`src/rtl/multicycle_controller_if.sv`:
```
// multicycle_controller_if: instruction-fetch and data-memory handshake bundle
interface multicycle_controller_if #(parameter int FUNCW = 8);
  logic [3:0] opcode;
  logic [FUNCW-1:0] func;
  logic inst_ready;
  logic mem_ready;
  logic inst_req;
  logic mem_req;
  logic mem_write;
  modport master(input opcode, func, inst_ready, mem_ready, output inst_req, mem_req, mem_write);
  modport slave(output opcode, func, inst_ready, mem_ready, input inst_req, mem_req, mem_write);
endinterface

```
`src/rtl/multicycle_controller.sv`:
```
// multicycle_controller: FETCH/DECODE/EXEC/MEM/WB control FSM with retired-instruction counter
module multicycle_controller #(
  parameter int FUNCW = 8,
  parameter int ALUOPW = FUNCW - 1,
  parameter int CNTW = 16
) (
  input  logic clk,
  input  logic rst,
  multicycle_controller_if.master bus,
  output logic setWindow,
  output logic jump,
  output logic immdSel,
  output logic memOrALU,
  output logic toWrite,
  output logic [ALUOPW-1:0] ALUop,
  output logic pc_write,
  output logic illegal,
  output logic [CNTW-1:0] instr_count
);
  typedef enum logic [2:0] {FETCH, DECODE, EXEC, MEM, WB} state_t;
  state_t state, nxt;
  logic [3:0] op;
  logic [FUNCW-1:0] fn;
  logic live, take, inst_req, mem_req, mem_write;
  logic is_mem, is_imm, is_r, r_wb, defined;
  logic [ALUOPW-1:0] alu_val;
  assign is_mem = op[3:1] == 3'b000;
  assign is_imm = op[3:2] == 2'b11;
  assign is_r = op == 4'b1000;
  assign r_wb = fn[FUNCW-1:FUNCW-2] == 2'b00;
  assign defined = is_mem || is_imm || is_r || op == 4'b0010 || op == 4'b0100;
  assign alu_val = op == 4'b0100 ? ALUOPW'(7'b1000111) :
                   is_r ? ALUOPW'(fn) :
                   is_imm ? ALUOPW'(5'd2 << op[1:0]) : '0;
  assign bus.inst_req = inst_req;
  assign bus.mem_req = mem_req;
  assign bus.mem_write = mem_write;
  // live keeps inst_req low for the cycle right after a reset edge
  always_ff @(posedge clk) begin
    if (!rst) begin
      state <= FETCH;
      op <= '0;
      fn <= '0;
      live <= 1'b0;
      instr_count <= '0;
    end else begin
      state <= nxt;
      live <= 1'b1;
      if (take) begin
        op <= bus.opcode;
        fn <= bus.func;
      end
      if (pc_write && !illegal) instr_count <= instr_count + CNTW'(1);
    end
  end
  always_comb begin
    nxt = state;
    take = 1'b0;
    inst_req = 1'b0;
    mem_req = 1'b0;
    mem_write = 1'b0;
    setWindow = 1'b0;
    jump = 1'b0;
    immdSel = 1'b0;
    memOrALU = 1'b0;
    toWrite = 1'b0;
    ALUop = '0;
    pc_write = 1'b0;
    illegal = 1'b0;
    case (state)
      FETCH: begin
        inst_req = live;
        take = live && bus.inst_ready;
        nxt = take ? DECODE : FETCH;
      end
      DECODE: nxt = EXEC;
      EXEC: begin
        ALUop = alu_val;
        immdSel = is_imm;
        setWindow = is_r && fn[FUNCW-1];
        jump = op == 4'b0010;
        illegal = !defined;
        nxt = is_mem ? MEM : (is_imm || (is_r && r_wb)) ? WB : FETCH;
        pc_write = !is_mem && !is_imm && !(is_r && r_wb);
      end
      MEM: begin
        mem_req = 1'b1;
        mem_write = op[0];
        pc_write = bus.mem_ready && op[0];
        nxt = !bus.mem_ready ? MEM : op[0] ? FETCH : WB;
      end
      WB: begin
        toWrite = 1'b1;
        memOrALU = op == 4'b0000;
        ALUop = alu_val;
        immdSel = is_imm;
        pc_write = 1'b1;
        nxt = FETCH;
      end
      default: nxt = FETCH;
    endcase
  end
endmodule
```
`src/flat_wrapper.sv`:
```
// flat-port wrapper written by rule: the top's interface ports become plain ports
module multicycle_controller_flat 
#(
  parameter int FUNCW = 8,
  parameter int ALUOPW = FUNCW - 1,
  parameter int CNTW = 16
)
  (clk, rst, setWindow, jump, immdSel, memOrALU, toWrite, ALUop, pc_write, illegal, instr_count, bus_opcode, bus_func, bus_inst_ready, bus_mem_ready, bus_inst_req, bus_mem_req, bus_mem_write);
  multicycle_controller_if #(.FUNCW(FUNCW)) bus_i ();
  input  logic clk;
  input  logic rst;
  output logic setWindow;
  output logic jump;
  output logic immdSel;
  output logic memOrALU;
  output logic toWrite;
  output logic [ALUOPW-1:0] ALUop;
  output logic pc_write;
  output logic illegal;
  output logic [CNTW-1:0] instr_count;
  input wire logic [$bits(bus_i.opcode)-1:0] bus_opcode;
  input wire logic [$bits(bus_i.func)-1:0] bus_func;
  input wire logic [$bits(bus_i.inst_ready)-1:0] bus_inst_ready;
  input wire logic [$bits(bus_i.mem_ready)-1:0] bus_mem_ready;
  output wire logic [$bits(bus_i.inst_req)-1:0] bus_inst_req;
  output wire logic [$bits(bus_i.mem_req)-1:0] bus_mem_req;
  output wire logic [$bits(bus_i.mem_write)-1:0] bus_mem_write;
  assign bus_i.opcode = bus_opcode;
  assign bus_i.func = bus_func;
  assign bus_i.inst_ready = bus_inst_ready;
  assign bus_i.mem_ready = bus_mem_ready;
  assign bus_inst_req = bus_i.inst_req;
  assign bus_mem_req = bus_i.mem_req;
  assign bus_mem_write = bus_i.mem_write;
  multicycle_controller #(.FUNCW(FUNCW), .ALUOPW(ALUOPW), .CNTW(CNTW)) u_core (.clk(clk), .rst(rst), .bus(bus_i), .setWindow(setWindow), .jump(jump), .immdSel(immdSel), .memOrALU(memOrALU), .toWrite(toWrite), .ALUop(ALUop), .pc_write(pc_write), .illegal(illegal), .instr_count(instr_count));
endmodule
```
`config.mk`:
```
export PLATFORM = sky130hd
export DESIGN_NAME = multicycle_controller_flat
export DESIGN_NICKNAME = d
export VERILOG_FILES = /design/src/rtl/multicycle_controller_if.sv /design/src/rtl/multicycle_controller.sv /design/src/flat_wrapper.sv
export SDC_FILE = /design/constraint.sdc
export NUM_CORES = 1
export LEC_CHECK = 0
export BUFFER_PORTS_ARGS = -buffer_cell sky130_fd_sc_hd__buf_2
export CORE_ASPECT_RATIO = 1.2
export CORE_UTILIZATION = 51
export CTS_CLUSTER_SIZE = 14
export DETAILED_ROUTE_END_ITERATION = 16
export HOLD_SLACK_MARGIN = 0.15
export PLACE_DENSITY = 0.87
export REMOVE_ABC_BUFFERS = 1
export SYNTH_ARGS = -nofsm -noshare
export SYNTH_HDL_FRONTEND = slang
export SYNTH_SLANG_ARGS = --single-unit
```
`constraint.sdc`:
```
create_clock -name clk -period 2.4 [get_ports clk]
set_input_delay 0.12 -clock clk [delete_from_list [all_inputs] [get_ports clk]]
set_output_delay 0.12 -clock clk [all_outputs]
set_load 0.05 [all_outputs]
```
==> impl_metrics.py, run 1 <==
metrics = {
    "sta": {
        "max_slew_margin": 0.493,
        "hold_viol": 0,
        "fin_crit_ns": 2.17,
        "setup_viol": 0,
        "drv_slew": 0,
        "timing.final.crit_share": 0.902,
        "clock.fmax_mhz": 462,
        "rsz0062_at_grt": "false",
        "fin_skew_ns": 0.0123,
        "worst_pin_slew_ns": 0.760,
    },
    "clocking": {
        "cts_made_buffers": 5,
        "clk-insertion-delay-late_ns": 0.34,
        "clockBufferDepth": 2,
        "clk_pin_slew_ns": 0.11,
        "postCtsSetupBuffers": 0,
        "cts_root_buf": "clkbuf_4",
        "clock-sinks": 32,
        "cts_tree": "done",
        "h-tree-depth": 2,
    },
    "synth": {
        "synth-edff-count": 0,
        "async_flop_share": 0,
        "synth.distinct_cells": 37,
        "synth_area_per_cell_um2": 8.14,
        "yosysWarnings": 0,
        "yosysSeqAreaShare": 0.380,
        "syn-cell-area_um2": 1680,
        "synthCells": 207,
        "synth_seq_cells": 32,
        "ys.flop_type": "dfxtp_1",
    },
    "final_layout": {
        "fillers": 272,
        "layout-drive-gt1-share": 0.248,
        "utilization": 0.686,
        "area_delta_synth_final_pct": 26.7,
        "finalNetCount": 282,
        "sequential_cell_area_um2": 641,
        "antenna_cells": 0,
        "final_cell_mix": "buf_2, dfxtp_1, nand2_1, nor2_1, a21oi_1",
        "fin_area_um2": 2130,
        "multiInputGateArea_um2": 951,
        "layout_commonest_cell": "buf_2",
    },
    "floorplan": {
        "die_w_um": 54.5,
        "num_rows": 22,
        "dieArea_um2": 3540,
        "fp.dieH_um": 65.0,
        "ioPinCount": 49,
        "core_um2": 3110,
        "start_util": 0.541,
    },
    "route": {
        "ant_nets": 0,
        "drc": 0,
        "dr.pass1.iters": 4,
        "wl_um": 4100,
        "vias": 1706,
        "first_iter_violations": 27,
        "wl_per_cell_um": 13.6,
        "via_per_inst": 5.65,
    },
    "placement": {
        "io_buffer_count": 48,
        "place_congestion": 0.784,
        "dp_hpwl_um": 2820,
        "place_area_um2": 1930,
    },
    "setup_path": {
        "slowest_delay_ns": 0.49,
        "crit_path_end_kind": "primary output",
        "reg2regPathDepth": 6,
        "r2r_start": "u_core.op[1]",
        "cp_top_family": "simple AND/OR/NAND/NOR gates",
        "worstPathMaxFanout": 16,
        "cp.required_ns": 2.28,
        "cp_cell_sequence": "nor3b_2 -> o211ai_2 -> nor2_1 -> buf_4 -> buf_2",
        "critPathBufInv": 2,
        "worstPathArrival_ns": 2.05,
        "crit_slowest_cell": "dfxtp_1",
        "cp_num_cells": 5,
        "start_kind": "flop",
        "critical_path_class": "reg -> out",
        "startpoint": "u_core.state[1]",
    },
    "outcome": {
        "outcome": "completed",
    },
    "global_routing": {
        "grt_pass1_wl_um": 6410,
        "grt_use_total": 0.250,
        "grt_max_degree": 31,
        "overflow": 0,
        "grt_pass1_vias": 1454,
        "antenna_found_initial": 0,
    },
    "hold_path": {
        "min_from": "bus_inst_ready",
        "hold_path.class": "in -> reg",
        "hold_path_depth": 4,
    },
    "pwr": {
        "ir_drop_mv": 0.443,
        "p_total_mw": 1.04,
        "leakagePower_nw": 0.954,
        "powerDensity_nw_per_um2": 487,
    },
    "job": {
        "cap_violations": 0,
    },
}
-- metal layers --
layer	GRT usage	wire length [um]	vias to the layer above
li1	-	-	869
met1	0.275	1780	780
met2	0.448	2100	53
met3	0.0563	183	4
met4	0.0865	40	0
met5	0	0	-
-- Yosys cell counts, drive strengths merged, types with 2 or more instances --
library cell  number  area share
nand2b             6       0.022
o21ai              7       0.021
buf                7       0.025
inv                7       0.016
nand2             21       0.047
nand4              4       0.015
and4               2       0.010
or3                5       0.019
o31ai              8       0.036
a21oi             21       0.062
o211ai             3       0.016
nor4               3       0.011
nor2b              2      0.0074
dfxtp             32        0.38
mux2i             16       0.095
nand3              2      0.0059
clkbuf             8       0.018
or4                8       0.036
nor3b              3       0.019
and2               2      0.0074
nor2              21       0.047
nor3               6       0.018
a31oi              2      0.0074
-- logic make-up after synthesis --
logic type / count (synthesis) / share of synthesized area
mux: 16 / 0.0951
xor+xnor: 1 / 0.00520
simple gates: 88 / 0.280
compound gates: 47 / 0.173
fa+ha+maj: 1 / 0.00743
flops: 32 / 0.380
buf+inv: 22 / 0.0587
-- worst min-delay path, cell delays in order --
cell     delay [ns]
buf_2          0.08
nand2_1        0.04
buf_4          0.20
a21oi_1        0.15
-- where the power goes --
group	internal [mW]	total (mW)	switching [mW]	leakage (nW)
Clock	0.139	0.325	0.186	0.0380
Combinational	0.0639	0.146	0.0822	0.656
Sequential	0.547	0.568	0.0217	0.260
Total	0.750	1.04	0.290	0.954
-- final timing paths --
path                            end  slack, ns
max reg2reg  u_core.instr_count[10]       0.37
min                 u_core.state[0]       0.28
min reg2reg   u_core.instr_count[5]       0.49
max                         illegal       0.23
-- final cells by class --
class	instances	share of cell area
inverters	7	0.0123
multi-input cells	153	0.445
repair buffers	66	0.192
clock inverters	2	0.00469
well taps	36	0.0211
flip-flops and latches	32	0.300
clock buffers	6	0.0240
-- flip-flops by register name, indices dropped and copies added, names as in the netlist --
register            flops
u_core.fn               8
u_core.instr_count     16
u_core.live             1
u_core.op               4
u_core.state            3
-- through the flow --
step	TNS [ns]	cells	hold WS [ns]	setup WS [ns]
after floorplan	-16.58	192	0.148	-1.10
after detailed placement	0	280	0.357	0.399
final	0	302	0.281	0.235
after global placement	0	280	0.353	0.469
after global routing	0	302	0.314	0.0612
after CTS	0	302	0.274	0.231
-- repair_timing --
| item | CTS | global route |
|---|---|---|
| hold buffers | 14 | 0 |
| endpoints found under the setup margin | 0 | 0 |
| resized for setup | 0 | 0 |
| hold endpoints to repair | 20 | 0 |
Power figures use the tool's default switching activity.
==> inputs of run 2 (changes only) <==
--- a/config.mk
+++ b/config.mk
@@ -12,6 +12,7 @@
 export DETAILED_ROUTE_END_ITERATION = 16
 export HOLD_SLACK_MARGIN = 0.15
 export PLACE_DENSITY = 0.87
+export RECOVER_POWER = 50
 export REMOVE_ABC_BUFFERS = 1
 export SYNTH_ARGS = -nofsm -noshare
 export SYNTH_HDL_FRONTEND = slang
==> run 2 against run 1 <==
Net effect: critical path type unchanged; wire length is 0.41% lower; largest cell class unchanged; power is 0.22% lower; worst setup slack worse by 0.016 ns; utilization is 0.89 points lower; non-clock buffer count stayed put; global-route usage stayed put; critical path depth stayed put.
==> impl_metrics.py, run 2 (synthesis results as in run 1) <==
metrics = {
    "outcome": {
        "outcome": "completed",
    },
    "pwr": {
        "seqPwrFrac": 0.548,
        "ir_drop_mv": 0.443,
        "combPwrFrac": 0.140,
        "clkPwrFrac": 0.312,
        "p_total_mw": 1.04,
        "p_int_mw": 0.749,
        "switching_power_mw": 0.289,
        "leakagePower_nw": 0.868,
        "p_sw_frac": 0.278,
        "powerDensity_nw_per_um2": 492,
    },
    "final_layout": {
        "utilization": 0.677,
        "final_cells": 302,
        "fin_area_um2": 2110,
        "reg_top3": "u_core.instr_count: 16 flops, u_core.fn: 8 flops, u_core.op: 4 flops",
        "antenna_cells": 0,
        "largest_register": "u_core.instr_count",
        "layout_commonest_cell": "dfxtp_1",
        "area_delta_synth_final_pct": 25.1,
        "fillers": 280,
        "largest_reg_flops": 16,
        "layout-drive-gt1-share": 0.173,
        "finalNetCount": 282,
        "final_cell_mix": "dfxtp_1, buf_2, nand2_1, nor2_1, a21oi_1",
    },
    "sta": {
        "hold_viol": 0,
        "max_slew_margin": 0.384,
        "rsz0062_at_grt": "false",
        "fin_crit_ns": 2.18,
        "setup_viol": 0,
        "fin_skew_ns": 0.0118,
        "drv_slew": 0,
        "timing.final.crit_share": 0.909,
        "holdWs_ns": 0.495,
        "worst_pin_slew_ns": 0.925,
        "clock.fmax_mhz": 458,
    },
    "route": {
        "vias": 1717,
        "dr.pass1.iters": 4,
        "first_iter_violations": 35,
        "via_per_inst": 5.69,
        "ant_nets": 0,
        "wl_um": 4080,
        "drc": 0,
        "wl_per_cell_um": 13.5,
    },
    "floorplan": {
        "num_rows": 22,
        "ioPinCount": 49,
        "core_um2": 3110,
        "fp.dieH_um": 65.0,
        "dieArea_um2": 3540,
        "start_util": 0.541,
        "die_w_um": 54.5,
    },
    "placement": {
        "dp_cells": 280,
        "place_area_um2": 1930,
        "dp_hpwl_um": 2820,
        "io_buffer_count": 48,
        "place_congestion": 0.784,
    },
    "global_routing": {
        "grt_pass1_vias": 1454,
        "grt_max_degree": 31,
        "grt_use_total": 0.250,
        "overflow": 0,
        "antenna_found_initial": 0,
        "grt_pass1_wl_um": 6410,
    },
    "setup_path": {
        "critical_path_class": "reg -> out",
        "reg2reg_to": "u_core.instr_count[10]",
        "start_kind": "flop",
        "worstPathMaxFanout": 16,
        "crit_path_end_kind": "primary output",
        "worstPathArrival_ns": 2.06,
        "reg2regPathDepth": 6,
        "reg2reg_slack_ns": 0.36,
        "cp.required_ns": 2.28,
        "r2r_start": "u_core.op[1]",
        "startpoint": "u_core.state[1]",
        "crit_path_end": "illegal",
    },
    "clocking": {
        "clk-insertion-delay-late_ns": 0.34,
        "cts_made_buffers": 5,
        "clock-sinks": 32,
        "h-tree-depth": 2,
        "clk_pin_slew_ns": 0.11,
        "clockBufferDepth": 2,
        "cts_tree": "done",
        "postCtsSetupBuffers": 0,
        "cts_root_buf": "clkbuf_4",
    },
    "hold_path": {
        "min_from": "u_core.instr_count[5]",
        "hold_path.class": "reg -> reg",
    },
    "job": {
        "cap_violations": 0,
    },
}
==> run 2: cell types whose count changed in the layout (fill, tap and decap cells not counted) <==
cell and change:
buf_2 -19, clkbuf_1 +20, buf_4 -1
==> run 2: stage by stage <==
step | setup slack [ns] | setup TNS, ns
2_1_floorplan | -1.10 | -16.58
3_3_place_gp | 0.469 | 0
3_5_place_dp | 0.399 | 0
4_1_cts | 0.231 | 0
5_1_grt | 0.0612 | 0
6_report | 0.219 | 0
==> run 2: power groups by stage <==
stage / clock network [mW] / logic (mW) / registers (mW)
detailed placement: 0 / 0.128 / 0.580
global route: 0.361 / 0.160 / 0.571
global placement: 0 / 0.125 / 0.579
finish: 0.324 / 0.145 / 0.568
CTS: 0.336 / 0.146 / 0.568
floorplan: 0 / 0.0843 / 0.578
==> run 2: per-layer routing <==
layer  wire [um]  vias up  track usage
li1            -      864            -
met1        1720      782        0.275
met2        2120       67        0.448
met3         204        4       0.0563
met4          40        0       0.0865
met5           0        -            0
==> run 2: layout make-up <==
| type | count | area (um^2) | area share |
|---|---|---|---|
| multi-input cells | 153 | 951 | 0.451 |
| repair buffers | 66 | 383 | 0.182 |
| clock inverters | 2 | 10.0 | 0.00475 |
| flip-flops and latches | 32 | 641 | 0.304 |
| well taps | 36 | 45.0 | 0.0214 |
| clock buffers | 6 | 51.3 | 0.0243 |
| inverters | 7 | 26.3 | 0.0125 |
==> run 2: worst min-delay path by stage <==
stage / endpoint / slack (ns) / cells past startpoint
2_1_floorplan: u_core.live / 0.15 / 0
3_3_place_gp: u_core.fn[1] / 0.35 / 3
3_5_place_dp: u_core.fn[1] / 0.36 / 3
4_1_cts: u_core.state[0] / 0.27 / 4
5_1_grt: u_core.instr_count[5] / 0.52 / 2
6_report: u_core.instr_count[5] / 0.49 / 2
==> run 2: timing repair <==
action                    4_1_cts  5_1_grt
hold endpoints to repair       20        0
hold buffers                   14        0
resized for setup               0        0
==> run 2: critical path: stages, from the launching register on <==
cell and delay, ns:
dfxtp_1 0.49, nor3b_2 0.40, o211ai_2 0.22, nor2_1 0.13, buf_4 0.20, buf_2 0.29
==> inputs of run 3 (changes only) <==
--- a/config.mk
+++ b/config.mk
@@ -6,14 +6,13 @@
 export NUM_CORES = 1
 export LEC_CHECK = 0
 export BUFFER_PORTS_ARGS = -buffer_cell sky130_fd_sc_hd__buf_2
-export CORE_ASPECT_RATIO = 1.2
 export CORE_UTILIZATION = 51
+export CTS_BUF_LIST = sky130_fd_sc_hd__clkbuf_8 sky130_fd_sc_hd__clkbuf_16
 export CTS_CLUSTER_SIZE = 14
 export DETAILED_ROUTE_END_ITERATION = 16
 export HOLD_SLACK_MARGIN = 0.15
 export PLACE_DENSITY = 0.87
 export RECOVER_POWER = 50
-export REMOVE_ABC_BUFFERS = 1
 export SYNTH_ARGS = -nofsm -noshare
 export SYNTH_HDL_FRONTEND = slang
 export SYNTH_SLANG_ARGS = --single-unit
==> run 3 against run 2 <==
Net effect: cell count rose by 2.3%; first-iteration DRC count rose by 150%; clock power rose by 74%.
==> impl_metrics.py, run 3 (synthesis results as in run 1) <==
metrics = {
    "outcome": {
        "outcome": "completed",
    },
    "route": {
        "drc": 0,
        "wl_per_cell_um": 13.3,
        "first_iter_violations": 87,
        "wl_um": 4120,
        "ant_nets": 0,
        "dr.pass1.iters": 4,
        "vias": 1683,
        "via_per_inst": 5.45,
    },
    "final_layout": {
        "finalNetCount": 281,
        "largest_register": "u_core.instr_count",
        "layout-drive-gt1-share": 0.166,
        "area_delta_synth_final_pct": 29.2,
        "fillers": 285,
        "utilization": 0.701,
        "largest_reg_flops": 16,
        "reg_top3": "u_core.instr_count: 16 flops, u_core.fn: 8 flops, u_core.op: 4 flops",
        "antenna_cells": 0,
        "final_cells": 309,
        "layout_commonest_cell": "dfxtp_1",
        "final_cell_mix": "dfxtp_1, buf_2",
    },
    "global_routing": {
        "grt_pass1_wl_um": 7040,
        "grt_max_degree": 31,
        "grt_pass1_vias": 1555,
        "antenna_found_initial": 0,
        "grt_use_total": 0.271,
        "overflow": 0,
    },
    "setup_path": {
        "slowest_delay_ns": 0.47,
        "reg2regPathDepth": 6,
        "cp_cell_sequence": "nor3b_2 -> o211ai_2 -> nor2_1 -> buf_4 -> buf_2",
        "cp.required_ns": 2.28,
        "worstPathArrival_ns": 2.03,
        "crit_path_end_kind": "primary output",
        "start_kind": "flop",
        "critical_path_class": "reg -> out",
        "worstPathMaxFanout": 16,
        "crit_slowest_cell": "dfxtp_1",
    },
    "floorplan": {
        "fp.dieH_um": 59.5,
        "num_rows": 20,
        "ioPinCount": 49,
        "start_util": 0.543,
        "core_um2": 3100,
        "dieArea_um2": 3540,
        "die_w_um": 59.5,
    },
    "job": {
        "cap_violations": 0,
    },
    "clocking": {
        "cts_root_buf": "clkbuf_8",
        "cts_made_buffers": 5,
        "clockBufferDepth": 2,
        "cts_tree": "done",
        "h-tree-depth": 2,
        "clock-sinks": 32,
        "clk_pin_slew_ns": 0.07,
        "clk-insertion-delay-late_ns": 0.29,
        "cts-resized-gates": 0,
    },
    "sta": {
        "rsz0062_at_grt": "false",
        "fin_skew_ns": 0.00827,
        "max_slew_margin": 0.500,
        "setup_viol": 0,
        "drv_slew": 0,
        "clock.fmax_mhz": 466,
        "fin_crit_ns": 2.15,
        "worst_pin_slew_ns": 0.748,
        "tns_ns": 0,
        "hold_viol": 0,
        "holdWs_ns": 0.496,
        "timing.final.crit_share": 0.895,
    },
    "pwr": {
        "powerDensity_nw_per_um2": 587,
        "p_total_mw": 1.28,
        "ir_drop_mv": 0.324,
        "leakagePower_nw": 0.886,
    },
    "placement": {
        "dp_hpwl_um": 2650,
        "dp_cells": 287,
        "place_congestion": 0.822,
        "io_buffer_count": 48,
    },
    "hold_path": {
        "hold_path_depth": 2,
        "hold_path.class": "reg -> reg",
    },
    "synth": {
        "synthesis.nets": 224,
    },
}
## run 3: cell count changes in the layout (fill, tap and decap cells not counted), sizes merged
| cell | previous run | this run |
|---|---|---|
| clkinv | 2 | 0 |
| buf | 32 | 30 |
| clkbuf | 26 | 28 |
| bufinv | 0 | 1 |
## run 3: metal layers
metal / GRT usage / part of all wire
met3: 0.0699 / 0.042
met5: 0 / 0
met2: 0.416 / 0.47
met4: 0.109 / 0.012
met1: 0.360 / 0.48
## run 3: where the power goes
part           internal, mW  switching (mW)
Sequential            0.547          0.0219
Clock                 0.366           0.198
Combinational        0.0617          0.0831
Total                 0.975           0.303
## run 3: per-stage QoR
stage | setup slack [ns] | area (um^2)
after floorplan | 0.0323 | 1690
after global placement | 0.430 | 1940
after detailed placement | 0.373 | 1940
after CTS | 0.249 | 2210
after global routing | 0.109 | 2180
final | 0.253 | 2180
## run 3: layout make-up
class                   count  area, um^2  share of cell area
clock buffers               7        96.3              0.0443
clock inverters             1        30.0              0.0138
multi-input cells         153         951               0.437
repair buffers             65         377               0.173
inverters                   7        26.3              0.0121
well taps                  44        55.1              0.0253
flip-flops and latches     32         641               0.294
## run 3: path summary, 6_finish.rpt
kind / endpoint / slack, ns / from
worst max-delay path: illegal / 0.25 / u_core.state[1]
worst min-delay path: u_core.instr_count[6] / 0.50 / u_core.instr_count[6]
worst min register to register: u_core.instr_count[6] / 0.50 / u_core.instr_count[6]
worst max register to register: u_core.instr_count[11] / 0.31 / u_core.op[1]
## run 3: what timing repair did
item                      4_1_cts  5_1_grt
setup buffers                   0        0
hold buffers                   14        0
hold endpoints to repair       15        0
## run 3: critical path, delay by kind of cell (launching register included)
| kind | cells | cell delay [ns] |
|---|---|---|
| and+or+nand+nor | 2 | 0.54 |
| DFF | 1 | 0.47 |
| buffers and inverters | 2 | 0.48 |
| AOI/OAI and AO/OA | 1 | 0.23 |
